`src/rtl/gate_state_mac_seq.sv`:
```
// Sequential complex gate x state MAC over sign-magnitude words.
// Define GSM_SATURATE_EN to saturate out-of-range results (default: wrap).
module gate_state_mac_seq #(
  parameter int NQ    = 2,
  parameter int WIDTH = 8,
  parameter int FRAC  = 6
) (
  input  logic                              clk,
  input  logic                              reset,
  input  logic                              start,
  input  logic [(1<<NQ)*(1<<NQ)*WIDTH-1:0]  gate_re,
  input  logic [(1<<NQ)*(1<<NQ)*WIDTH-1:0]  gate_im,
  input  logic [(1<<NQ)*WIDTH-1:0]          state_re,
  input  logic [(1<<NQ)*WIDTH-1:0]          state_im,
  output logic                              busy,
  output logic                              done,
  output logic [(1<<NQ)*WIDTH-1:0]          out_re,
  output logic [(1<<NQ)*WIDTH-1:0]          out_im,
  output logic                              overflow
);

  localparam int DIM = 1 << NQ;
  localparam int AW  = WIDTH + NQ + 2;
  localparam int PW  = 2 * WIDTH;
  localparam int XW  = PW + AW;
  localparam logic [XW-1:0] MAXM = XW'(2**(WIDTH-1) - 1);

  localparam logic [1:0] IDLE = 2'd0;
  localparam logic [1:0] MAC  = 2'd1;
  localparam logic [1:0] DONE = 2'd2;

  logic [1:0]       state;
  logic [NQ-1:0]    row;
  logic [NQ-1:0]    col;
  logic signed [AW-1:0] acc_re;
  logic signed [AW-1:0] acc_im;

  logic [WIDTH-1:0] gr [DIM*DIM];
  logic [WIDTH-1:0] gi [DIM*DIM];
  logic [WIDTH-1:0] sr [DIM];
  logic [WIDTH-1:0] si [DIM];

  logic signed [XW-1:0] ar, ai, br, bi;
  logic signed [XW-1:0] p_rr, p_ii, p_ri, p_ir;
  logic signed [XW-1:0] sum_re, sum_im;
  logic [WIDTH:0]       cr, ci;

  function automatic logic signed [XW-1:0] tc(
    input logic [WIDTH-1:0] w
  );
    logic signed [XW-1:0] m;
    m = $signed({{(XW-WIDTH+1){1'b0}}, w[WIDTH-2:0]});
    return w[WIDTH-1] ? -m : m;
  endfunction

  // Result is {overflow, sign, magnitude}; zero always comes out as +0.
  function automatic logic [WIDTH:0] to_sm(
    input logic signed [XW-1:0] v
  );
    logic             neg;
    logic [XW-1:0]    m;
    logic             ov;
    logic [WIDTH-2:0] o;
    neg = v[XW-1];
    m   = neg ? -v : v;
    ov  = m > MAXM;
`ifdef GSM_SATURATE_EN
    o = ov ? '1 : m[WIDTH-2:0];
`else
    o = m[WIDTH-2:0];
`endif
    return {ov, neg && (o != '0), o};
  endfunction

  always_comb begin
    ar = tc(gr[{row, col}]);
    ai = tc(gi[{row, col}]);
    br = tc(sr[col]);
    bi = tc(si[col]);
    p_rr = (ar * br) >>> FRAC;
    p_ii = (ai * bi) >>> FRAC;
    p_ri = (ar * bi) >>> FRAC;
    p_ir = (ai * br) >>> FRAC;
    sum_re = {{PW{acc_re[AW-1]}}, acc_re}
           + (p_rr - p_ii);
    sum_im = {{PW{acc_im[AW-1]}}, acc_im}
           + (p_ri + p_ir);
    cr = to_sm(sum_re);
    ci = to_sm(sum_im);
  end

  assign busy = (state != IDLE);
  assign done = (state == DONE);

  always_ff @(posedge clk) begin
    if (reset) begin
      state    <= IDLE;
      row      <= '0;
      col      <= '0;
      acc_re   <= '0;
      acc_im   <= '0;
      overflow <= 1'b0;
      out_re   <= '0;
      out_im   <= '0;
    end else begin
      unique case (state)
        IDLE: begin
          if (start) begin
            for (int i = 0; i < DIM*DIM; i++) begin
              gr[i] <= gate_re[i*WIDTH +: WIDTH];
              gi[i] <= gate_im[i*WIDTH +: WIDTH];
            end
            for (int i = 0; i < DIM; i++) begin
              sr[i] <= state_re[i*WIDTH +: WIDTH];
              si[i] <= state_im[i*WIDTH +: WIDTH];
            end
            overflow <= 1'b0;
            row      <= '0;
            col      <= '0;
            acc_re   <= '0;
            acc_im   <= '0;
            state    <= MAC;
          end
        end
        MAC: begin
          if (&col) begin
            out_re[row*WIDTH +: WIDTH] <= cr[WIDTH-1:0];
            out_im[row*WIDTH +: WIDTH] <= ci[WIDTH-1:0];
            overflow <= overflow | cr[WIDTH] | ci[WIDTH];
            acc_re   <= '0;
            acc_im   <= '0;
            col      <= '0;
            row      <= row + NQ'(1);
            if (&row) state <= DONE;
          end else begin
            acc_re <= sum_re[AW-1:0];
            acc_im <= sum_im[AW-1:0];
            col    <= col + NQ'(1);
          end
        end
        DONE: state <= IDLE;
        default: state <= IDLE;
      endcase
    end
  end

endmodule

```
`config.mk`:
```
export PLATFORM = sky130hd
export DESIGN_NAME = gate_state_mac_seq
export DESIGN_NICKNAME = d
export VERILOG_FILES = /design/src/rtl/gate_state_mac_seq.sv
export SDC_FILE = /design/constraint.sdc
export NUM_CORES = 1
export LEC_CHECK = 0
export CAP_MARGIN = 20
export CORE_ASPECT_RATIO = 1.4
export CORE_MARGIN = 4
export CORE_UTILIZATION = 55
export DETAILED_ROUTE_END_ITERATION = 8
export GPL_ROUTABILITY_DRIVEN = 0
export HOLD_SLACK_MARGIN = 0.05
export PLACE_DENSITY = 0.78
export REMOVE_ABC_BUFFERS = 1
export SLEW_MARGIN = 20
export SYNTH_ARGS = -nofsm -noshare
export SYNTH_HDL_FRONTEND = slang
export SYNTH_SLANG_ARGS = --single-unit
export TNS_END_PERCENT = 10
```
`constraint.sdc`:
```
create_clock -name clk -period 28 [get_ports clk]
set_input_delay 5.6 -clock clk [delete_from_list [all_inputs] [get_ports clk]]
set_output_delay 5.6 -clock clk [all_outputs]
set_load 0.02 [all_outputs]
```
== After elaboration in Yosys (flattened, before gate mapping) ==
Memory sizes are Yosys's and may differ from the RTL's. A register that Yosys moved wholly into a read port is not among the register bits.
Index checks and enable logic that the tools add are counted.

* $add $sub $neg: 13
* Divide/modulo/power cells: 0
* Reduce and logical (&&, ||, !) cells: 13
* Multiply operators: 4
* Shift-type cells: 3
* Bitwise gates (word level): 2
* Order comparisons: 2
* Equal/unequal tests: 5
* Muxes and demuxes: 33

{| class="wikitable"
|+ Operators by type and width
! kind !! number
|-
| $mux 28 || 6
|-
| $mul 28x28->28 || 4
|-
| $neg 7->28 || 4
|-
| $shiftx 8x34->32 || 2
|-
| $bwmux 32 || 2
|-
| $gt 28x7->1 const B || 2
|-
| $neg 24->28 || 2
|-
| $add 12x23->24 || 2
|-
| $pmux 12 s2 || 2
|-
| $mux 12 || 3
|-
| $neg 5->34 || 1
|-
| $shift 8x34->32 const A || 1
|-
| $add 22x22->23 || 1
|-
| $sub 22x22->23 || 1
|-
| $mux 2 || 10
|-
| $reduce_bool 7->1 || 2
|-
| $pmux 2 s2 || 3
|-
| $reduce_and 3->1 || 3
|-
| $mux 1 || 6
|-
| $ne 2x2->1 const B || 3
|-
| $reduce_and 2->1 || 3
|-
| $add 2x1->2 const B || 2
|-
| $reduce_bool 2->1 || 2
|-
| $eq 2x1->1 const B || 1
|-
| other kinds (5) || 7
|}

* ROM bits: 0
* RAM bits: 320
* Memories kept: 4
* Output and inout port bits: 67
* Bits in latches: 0
* Logic and storage cells: 87
* Input port bits: 323
* Bits in registers: 95

{| class="wikitable"
|+ Memories
! memory !! depth !! width !! read ports !! clocked after memory_dff !! write ports !! RTL line !! RTL
|-
| gi || 16 || 8 || 1 || 0 || 16 || 39 || <nowiki>logic [WIDTH-1:0] gi [DIM*DIM];</nowiki>
|-
| gr || 16 || 8 || 1 || 0 || 16 || 38 || <nowiki>logic [WIDTH-1:0] gr [DIM*DIM];</nowiki>
|-
| si || 4 || 8 || 1 || 1 || 4 || 41 || <nowiki>logic [WIDTH-1:0] si [DIM];</nowiki>
|-
| sr || 4 || 8 || 1 || 1 || 4 || 40 || <nowiki>logic [WIDTH-1:0] sr [DIM];</nowiki>
|}

== Logic depth before layout (Yosys ltp) ==
Gate-level depths: netlist of run 1.
An unclocked memory read counts as a cell.

* Depth in word-level cells: 13
* Mapped depth: 60
* Mapped depth without buffers: 53

== Worst setup path after synthesis of run 1 ==
OpenSTA, ideal clock, no wires.

* Path type: input to register
* Start: input port reset
* End: memory gi[0][0] (enable)
* Setup time: 1393 ps
* Buffers on the path: 2
* Stages on the path: 3
* Arrival: 27685 ps
* Data required time: 26607 ps
* Setup slack: -1078 ps
* Cells stage by stage: clkbuf_1 clkbuf_1 nor3_1

{| class="wikitable"
|+ RTL lines
! element !! RTL line !! RTL
|-
| start, declared || 9 || <nowiki>input logic reset,</nowiki>
|-
| end, declared || 39 ||
|}

== Worst setup path after layout of run 1 ==
* Start: register col[0]
* End: register out_im[15]

* Cells in the longest elaborated chain, start to end: 12
* Elaborated cells on any way between the ends: 17
* Those cells by class: add/sub: 5; mul: 2; shift: 1; mux: 4; reduce/logical: 3; memory: 2

{| class="wikitable"
|+ Ends and longest elaborated chain
! element !! RTL line !! RTL
|-
| start, declared || 34 || <nowiki>logic [NQ-1:0] col;</nowiki>
|-
| start signal, assigned || 138 || <nowiki>col <= col + NQ'(1);</nowiki>
|-
| $mem_v2 16x8, on equally long branches || -- ||
|-
| $neg 7->28 || 53 || <nowiki>return w[WIDTH-1] ? -m : m;</nowiki>
|-
| $mux 28 || 53 ||
|-
| $mul 28x28->28, on equally long branches || 82, 83 ||
|-
| $add 22x22->23 || 87 || <nowiki>+ (p_ri + p_ir);</nowiki>
|-
| $add 12x23->24 || 87 ||
|-
| $neg 24->28 || 65 || <nowiki>m = neg ? -v : v;</nowiki>
|-
| $mux 28 || 65 ||
|-
| $reduce_bool 7->1 || 72 || <nowiki>return {ov, neg && (o != '0), o};</nowiki>
|-
| $logic_and 1x1->1 || 72 ||
|-
| $shiftx 8x34->32 || 128 || <nowiki>out_im[row*WIDTH +: WIDTH] <= ci[WIDTH-1:0];</nowiki>
|-
| $bwmux 32 || 128 ||
|-
| end signal, assigned by index || 128 ||
|-
| end, declared || 18 || <nowiki>output logic [(1<<NQ)*WIDTH-1:0] out_im,</nowiki>
|}

Parallel ways exist; a longest one is shown, timed or not.
A chain may end at the register's enable or synchronous reset.

==> summary.json, run 1 <==
{
  "all_layer_global_routing_usage_pct": 31.4,
  "post_cts_buffers": 0,
  "pin_count": 390,
  "drv_slew": 0,
  "finalCriticalPeriod_ns": 15.67,
  "cts.htree.levels": 2,
  "via_count": 44800,
  "yosysUniqueCellTypes": 99,
  "timing.slew.headroom_pct": 21.2,
  "detailed_place_hpwl_mm": 157,
  "crit-reg2reg-launch": "col[0]$_SDFFE_PP0P_",
  "syn2layout_area_growth_pct": 11.5,
  "clk-insertion-delay-late_ns": 0.59,
  "global_route_wire_length_before_repair_mm": 280,
  "tritoncts_clock_tree": "yes",
  "crit_buf_inv": 9,
  "worst_path_largest_cell_delay_ns": 0.81,
  "worst_ep_required_time_ns": 28.50,
  "synthesis.instances": 5970,
  "routedWlPerCell_um": 23.5,
  "start_point_of_the_worst_min_delay_path": "out_im[15]$_SDFFE_PP0P_",
  "placeableCoreArea_um2": 112000,
  "grt-ovfl-total": 0,
  "crit_top_cell": "sky130_fd_sc_hd__ha_1",
  "yosys_warnings": 0,
  "critical_path.startpoint_type": "register",
  "hold_vio_cnt_final": 0,
  "drt.antenna.violating_nets": 0,
  "floorplan.rows": 145,
  "clock_skew_ns": 0.0338,
  "fin_nets": 8339,
  "period_share_pct": 56.0,
  "start_util_pct": 55.4,
  "cts-resized-gates": 0,
  "cts_hold_buf": 0,
  "synth.yosys.seq_area_share_pct": 18.7,
  "grt_start_max_net_pins": 221,
  "die_height_um": 405,
  "cts.sinks": 417,
  "remaining_drc_errors": 0,
  "postSynthAreaPerCell_um2": 10.4,
  "route.final.wire_length_mm": 184,
  "final_cell_mix": "1,601 x sky130_fd_sc_hd__inv_1, 1,130 x sky130_fd_sc_hd__fa_1, 577 x sky130_fd_sc_hd__ha_1",
  "setup_viol": 0,
  "grt_setup_unrepaired": "no",
  "async_reset_ff_share_pct": 0,
  "die_w_um": 291,
  "fin_area_um2": 68900,
  "critPathMaxFanout": 35,
  "dpl_cell_area_um2": 67500,
  "cts_root_buffer": "sky130_fd_sc_hd__clkbuf_16",
  "num_cts_buffers": 41,
  "numPortBuffers": 389,
  "grt_pass1_vias": 49200,
  "vias_per_cell": 5.72,
  "cp-end-kind": "register",
  "ys_ff_latch": 417,
  "class_of_the_tightest_hold_or_removal_check": "reg2reg",
  "max_slew.worst_pin.slew_ns": 1.18,
  "synth_ff_type": "sky130_fd_sc_hd__edfxtp_1",
  "run_status": "complete, no violations",
  "first_pass_iters": 6,
  "clk_pin_slew_ns": 0.06,
  "drive_above_1_share_pct": 5.17,
  "worst_setup_path_startpoint": "col[0]$_SDFFE_PP0P_",
  "maxClockFrequency_ghz": 0.0638,
  "max-cap-violations": 0,
  "layout_commonest_cell": "sky130_fd_sc_hd__inv_1",
  "critPathTopFamily": "adder cells",
  "dieArea_um2": 118000,
  "drc_violation_total_after_the_first_tritonroute_iteration": 3812,
  "critical_path_class": "reg2reg",
  "synthesized_area_um2": 61800,
  "antenna_found_initial": 12,
  "clockBufferDepth": 3,
  "crit_slowest_cell": "sky130_fd_sc_hd__a2111oi_0",
  "synth-edff-count": 320,
  "cp_data_arrival_time_ns": 16.18
}
[path summary, 6_finish.rpt]
check | endpoint | slack, ns | cells after the start
hold / removal | out_im[15]$_SDFFE_PP0P_ | 0.50 | 2
hold reg to reg | out_im[15]$_SDFFE_PP0P_ | 0.50 | 2
setup / recovery | out_im[15]$_SDFFE_PP0P_ | 12.33 | 48
setup reg to reg | out_im[15]$_SDFFE_PP0P_ | 12.33 | 48
[routing by layer]
| layer | vias up | part of all wire, % | global-route usage (%) |
|---|---|---|---|
| met5 | - | 0 | 0 |
| met1 | 22200 | 31 | 32.9 |
| met3 | 871 | 7.9 | 5.44 |
| met2 | 2481 | 50 | 54.8 |
| met4 | 0 | 11 | 26.6 |
| li1 | 19200 | - | - |
[worst register-to-register path, delay by kind of cell, from the launching register on]
family,cells,cell delay [ns]
XOR/XNOR,1,0.45
buffers and inverters,9,1.60
AO/OA/AOI/OAI,12,4.52
adder cells (fa/ha/maj),13,4.81
AND/OR/NAND/NOR,12,2.85
flip-flops,1,0.76
multiplexers,1,0.61
[area by class of cell]
class	instances	area (um2)
clock buffers	53	1110
diodes	11	27.5
repair buffers	463	4480
fillers	8649	42700
clock inverters	22	214
inverters	1611	6050
flip-flops and latches	417	11600
well taps	1470	1840
multi-input cells	3775	43600
[through the flow]
step / setup TNS [ns] / util (%) / hold WS [ns] / std cells / setup WS (ns)
after floorplan: -197.59 / - / 0.479 / 5803 / -0.617
after global placement: 0 / 60.5 / 0.471 / 7735 / 12.72
after detailed placement: 0 / 60.5 / 0.478 / 7735 / 12.60
after CTS: 0 / 61.7 / 0.495 / 7810 / 12.55
after global routing: 0 / 61.8 / 0.517 / 7822 / 11.63
final: 0 / 61.8 / 0.497 / 7822 / 12.33
[flip-flops by register name (all words and copies together) (netlist names), named ones only]
| signal | cells |
|---|---|
| acc_re | 12 |
| out_im | 32 |
| col | 2 |
| row | 2 |
| sr | 32 |
| si | 32 |
| overflow | 1 |
| acc_im | 12 |
| gr | 128 |
| out_re | 32 |
| state | 2 |
| gi | 128 |
[cell families after synthesis]
kind of cell | synth area share (%)
adders and majority gates | 48.3
AOI/OAI and AO/OA | 5.84
muxes | 4.01
and+or+nand+nor | 8.19
xor gates and xnor gates | 4.08
DFF | 18.7
buffers and inverters | 10.9
[synth_stat cells, types with 17 or more instances]
| library cell | instances | area (um2) |
|---|---|---|
| sky130_fd_sc_hd__a21o_1 | 53 | 398 |
| sky130_fd_sc_hd__a21oi_1 | 104 | 521 |
| sky130_fd_sc_hd__a22oi_1 | 92 | 691 |
| sky130_fd_sc_hd__buf_2 | 19 | 95.1 |
| sky130_fd_sc_hd__clkbuf_1 | 126 | 473 |
| sky130_fd_sc_hd__dfxtp_1 | 97 | 1940 |
| sky130_fd_sc_hd__edfxtp_1 | 320 | 9610 |
| sky130_fd_sc_hd__fa_1 | 1130 | 22600 |
| sky130_fd_sc_hd__ha_1 | 577 | 7220 |
| sky130_fd_sc_hd__inv_1 | 1601 | 6010 |
| sky130_fd_sc_hd__mux2i_1 | 27 | 270 |
| sky130_fd_sc_hd__mux4_2 | 94 | 2120 |
| sky130_fd_sc_hd__nand2_1 | 345 | 1290 |
| sky130_fd_sc_hd__nand2b_1 | 46 | 288 |
| sky130_fd_sc_hd__nand3_1 | 38 | 190 |
| sky130_fd_sc_hd__nand4_1 | 17 | 106 |
| sky130_fd_sc_hd__nor2_1 | 489 | 1840 |
| sky130_fd_sc_hd__nor2b_1 | 30 | 188 |
| sky130_fd_sc_hd__nor3_1 | 42 | 210 |
| sky130_fd_sc_hd__o21a_1 | 24 | 180 |
| sky130_fd_sc_hd__o21ai_0 | 64 | 320 |
| sky130_fd_sc_hd__or2_2 | 27 | 169 |
| sky130_fd_sc_hd__or3_1 | 19 | 119 |
| sky130_fd_sc_hd__xnor2_1 | 212 | 1860 |
| sky130_fd_sc_hd__xor2_1 | 74 | 648 |
Power of run 1 is not shown: default switching activity piles up to over one toggle a cycle in this logic, so the estimate is an artifact.
==> run 2: changes to the inputs <==
--- a/config.mk
+++ b/config.mk
@@ -12,7 +12,7 @@
 export DETAILED_ROUTE_END_ITERATION = 8
 export GPL_ROUTABILITY_DRIVEN = 0
 export HOLD_SLACK_MARGIN = 0.05
-export PLACE_DENSITY = 0.78
+export PLACE_DENSITY = 0.75
 export REMOVE_ABC_BUFFERS = 1
 export SLEW_MARGIN = 20
 export SYNTH_ARGS = -nofsm -noshare
==> constraint.sdc (replaced) <==
create_clock -name clk -period 15.55 [get_ports clk]
set_input_delay 3.11 -clock clk [delete_from_list [all_inputs] [get_ports clk]]
set_output_delay 3.11 -clock clk [all_outputs]
set_load 0.02 [all_outputs]
==> summary.json, run 2 (synthesized netlist as in run 1, its figures left out) <==
{
  "all_layer_global_routing_usage_pct": 31.6,
  "route.final.wire_length_mm": 184,
  "global_route_wire_length_before_repair_mm": 281,
  "crit-reg2reg-launch": "col[0]$_SDFFE_PP0P_",
  "worst_hold_path.num_cells": 2,
  "finalCriticalPeriod_ns": 14.67,
  "timing.slew.headroom_pct": 19.7,
  "crit_slowest_cell": "sky130_fd_sc_hd__dfxtp_4",
  "start_point_of_the_worst_min_delay_path": "out_im[15]$_SDFFE_PP0P_",
  "final_cell_mix": "1,601 x sky130_fd_sc_hd__inv_1, 1,130 x sky130_fd_sc_hd__fa_1, 577 x sky130_fd_sc_hd__ha_1",
  "fin_nets": 8364,
  "drt.antenna.violating_nets": 0,
  "cts.sinks": 417,
  "tritoncts_clock_tree": "yes",
  "run_status": "complete, no violations",
  "cts_root_buffer": "sky130_fd_sc_hd__clkbuf_16",
  "stdcell_count": 7849,
  "die_height_um": 405,
  "syn2layout_area_growth_pct": 11.9,
  "worst-r2r-setup-slack_ns": 0.88,
  "worst_path_largest_cell_delay_ns": 0.81,
  "cts.htree.levels": 2,
  "drc_violation_total_after_the_first_tritonroute_iteration": 3561,
  "reg_top3": "gi (128), gr (128)",
  "pin_count": 390,
  "cp_data_arrival_time_ns": 15.16,
  "max_slew.worst_pin.slew_ns": 1.20,
  "numPortBuffers": 389,
  "dieArea_um2": 118000,
  "grt_start_max_net_pins": 87,
  "detailed_place_hpwl_mm": 159,
  "hold_vio_cnt_final": 0,
  "grt.busiest_layer": "met2",
  "critPathMaxFanout": 39,
  "max-cap-violations": 0,
  "clockBufferDepth": 3,
  "critPathTopFamily": "compound AO/OA/AOI/OAI gates",
  "period_share_pct": 94.4,
  "die_w_um": 291,
  "cp-end-kind": "register",
  "holdWs_ns": 0.510,
  "placeableCoreArea_um2": 112000,
  "ff2ff_path_depth": 50,
  "dpl_cell_area_um2": 67700,
  "maxClockFrequency_ghz": 0.0682,
  "drive_above_1_share_pct": 5.51,
  "antenna_found_initial": 11,
  "r2r_end": "overflow$_SDFFE_PP0P_",
  "vias_per_cell": 5.66,
  "clk-insertion-delay-late_ns": 0.63,
  "grt_pass1_vias": 49400,
  "finish.utilization_pct": 62.0,
  "globalRouteMet3Util_pct": 5.37,
  "setup_viol": 0,
  "critical_path.startpoint_type": "register",
  "min_delay_worst_endpoint": "out_im[15]$_SDFFE_PP0P_",
  "first_pass_iters": 6,
  "crit_top_cell": "sky130_fd_sc_hd__ha_1",
  "start_util_pct": 55.4,
  "worst_ep_required_time_ns": 16.04,
  "grt-ovfl-total": 0,
  "clock_skew_ns": 0.0513,
  "grt_util_met1_pct": 33.1,
  "class_of_the_tightest_hold_or_removal_check": "reg2reg",
  "floorplan.rows": 145,
  "via_count": 44400,
  "gr-usage-met2_pct": 54.8,
  "remaining_drc_errors": 0,
  "post_cts_buffers": 0,
  "clk_pin_slew_ns": 0.07,
  "num_cts_buffers": 44,
  "routedWlPerCell_um": 23.5,
  "fin_area_um2": 69200,
  "grt_setup_unrepaired": "no",
  "drv_slew": 0,
  "layout_commonest_cell": "sky130_fd_sc_hd__inv_1",
  "crit_buf_inv": 7,
  "numPlacedInstances": 7758,
  "critical_path_class": "reg2reg"
}
-- run 2: cell count changes in the layout (fill, tap and decap cells not counted), moves of 2 or more --
cell | before | now
sky130_fd_sc_hd__buf_4 | 72 | 97
sky130_fd_sc_hd__clkinv_4 | 2 | 0
sky130_fd_sc_hd__clkbuf_16 | 42 | 44
sky130_fd_sc_hd__clkinv_1 | 7 | 13
sky130_fd_sc_hd__nor2_2 | 2 | 0
sky130_fd_sc_hd__nor2_1 | 487 | 489
sky130_fd_sc_hd__clkinv_16 | 0 | 3
-- run 2: area by class of cell --
type	count	area, um2
multi-input cells	3775	43700
fillers	8764	42400
flip-flops and latches	417	11600
inverters	1611	6050
repair buffers	485	4610
well taps	1470	1840
clock buffers	54	1150
clock inverters	27	294
diodes	10	25.0
-- run 2: metal layers --
| metal | routed length, um | vias to the layer above |
|---|---|---|
| met5 | 0 | - |
| met1 | 58800 | 22200 |
| li1 | - | 19300 |
| met4 | 21000 | 0 |
| met3 | 13000 | 810 |
| met2 | 91500 | 2190 |
-- run 2: how the worst max path moves through the flow --
stage	startpoint	end	slack, ns	depth (start not counted)
after floorplan	reset	gi[0][0]$_DFFE_PP_	-10.58	1
after global placement	col[0]$_SDFFE_PP0P_	overflow$_SDFFE_PP0P_	1.36	51
after detailed placement	col[0]$_SDFFE_PP0P_	overflow$_SDFFE_PP0P_	1.02	51
after CTS	col[0]$_SDFFE_PP0P_	overflow$_SDFFE_PP0P_	0.96	51
after global routing	col[0]$_SDFFE_PP0P_	overflow$_SDFFE_PP0P_	0.02	51
final	col[0]$_SDFFE_PP0P_	overflow$_SDFFE_PP0P_	0.88	50
-- run 2: what timing repair did --
item	4_1_cts	5_1_grt
resized for setup	0	1
endpoints found under the setup margin	0	1
hold buffers	0	0
-- run 2: through the flow --
stage                     setup WS [ns]  setup TNS (ns)
after detailed placement           1.02               0
after CTS                         0.965               0
after global placement             1.36               0
after floorplan                  -10.58        -3384.89
final                             0.878               0
after global routing             0.0176               0
-- run 2: worst min-delay path: cells and delay by family, from the launching register on --
family | cells | cell delay (ns)
flops | 1 | 0.32
simple gates | 1 | 0.08
compound gates | 1 | 0.06
Power of run 2 is left out for the same reason.
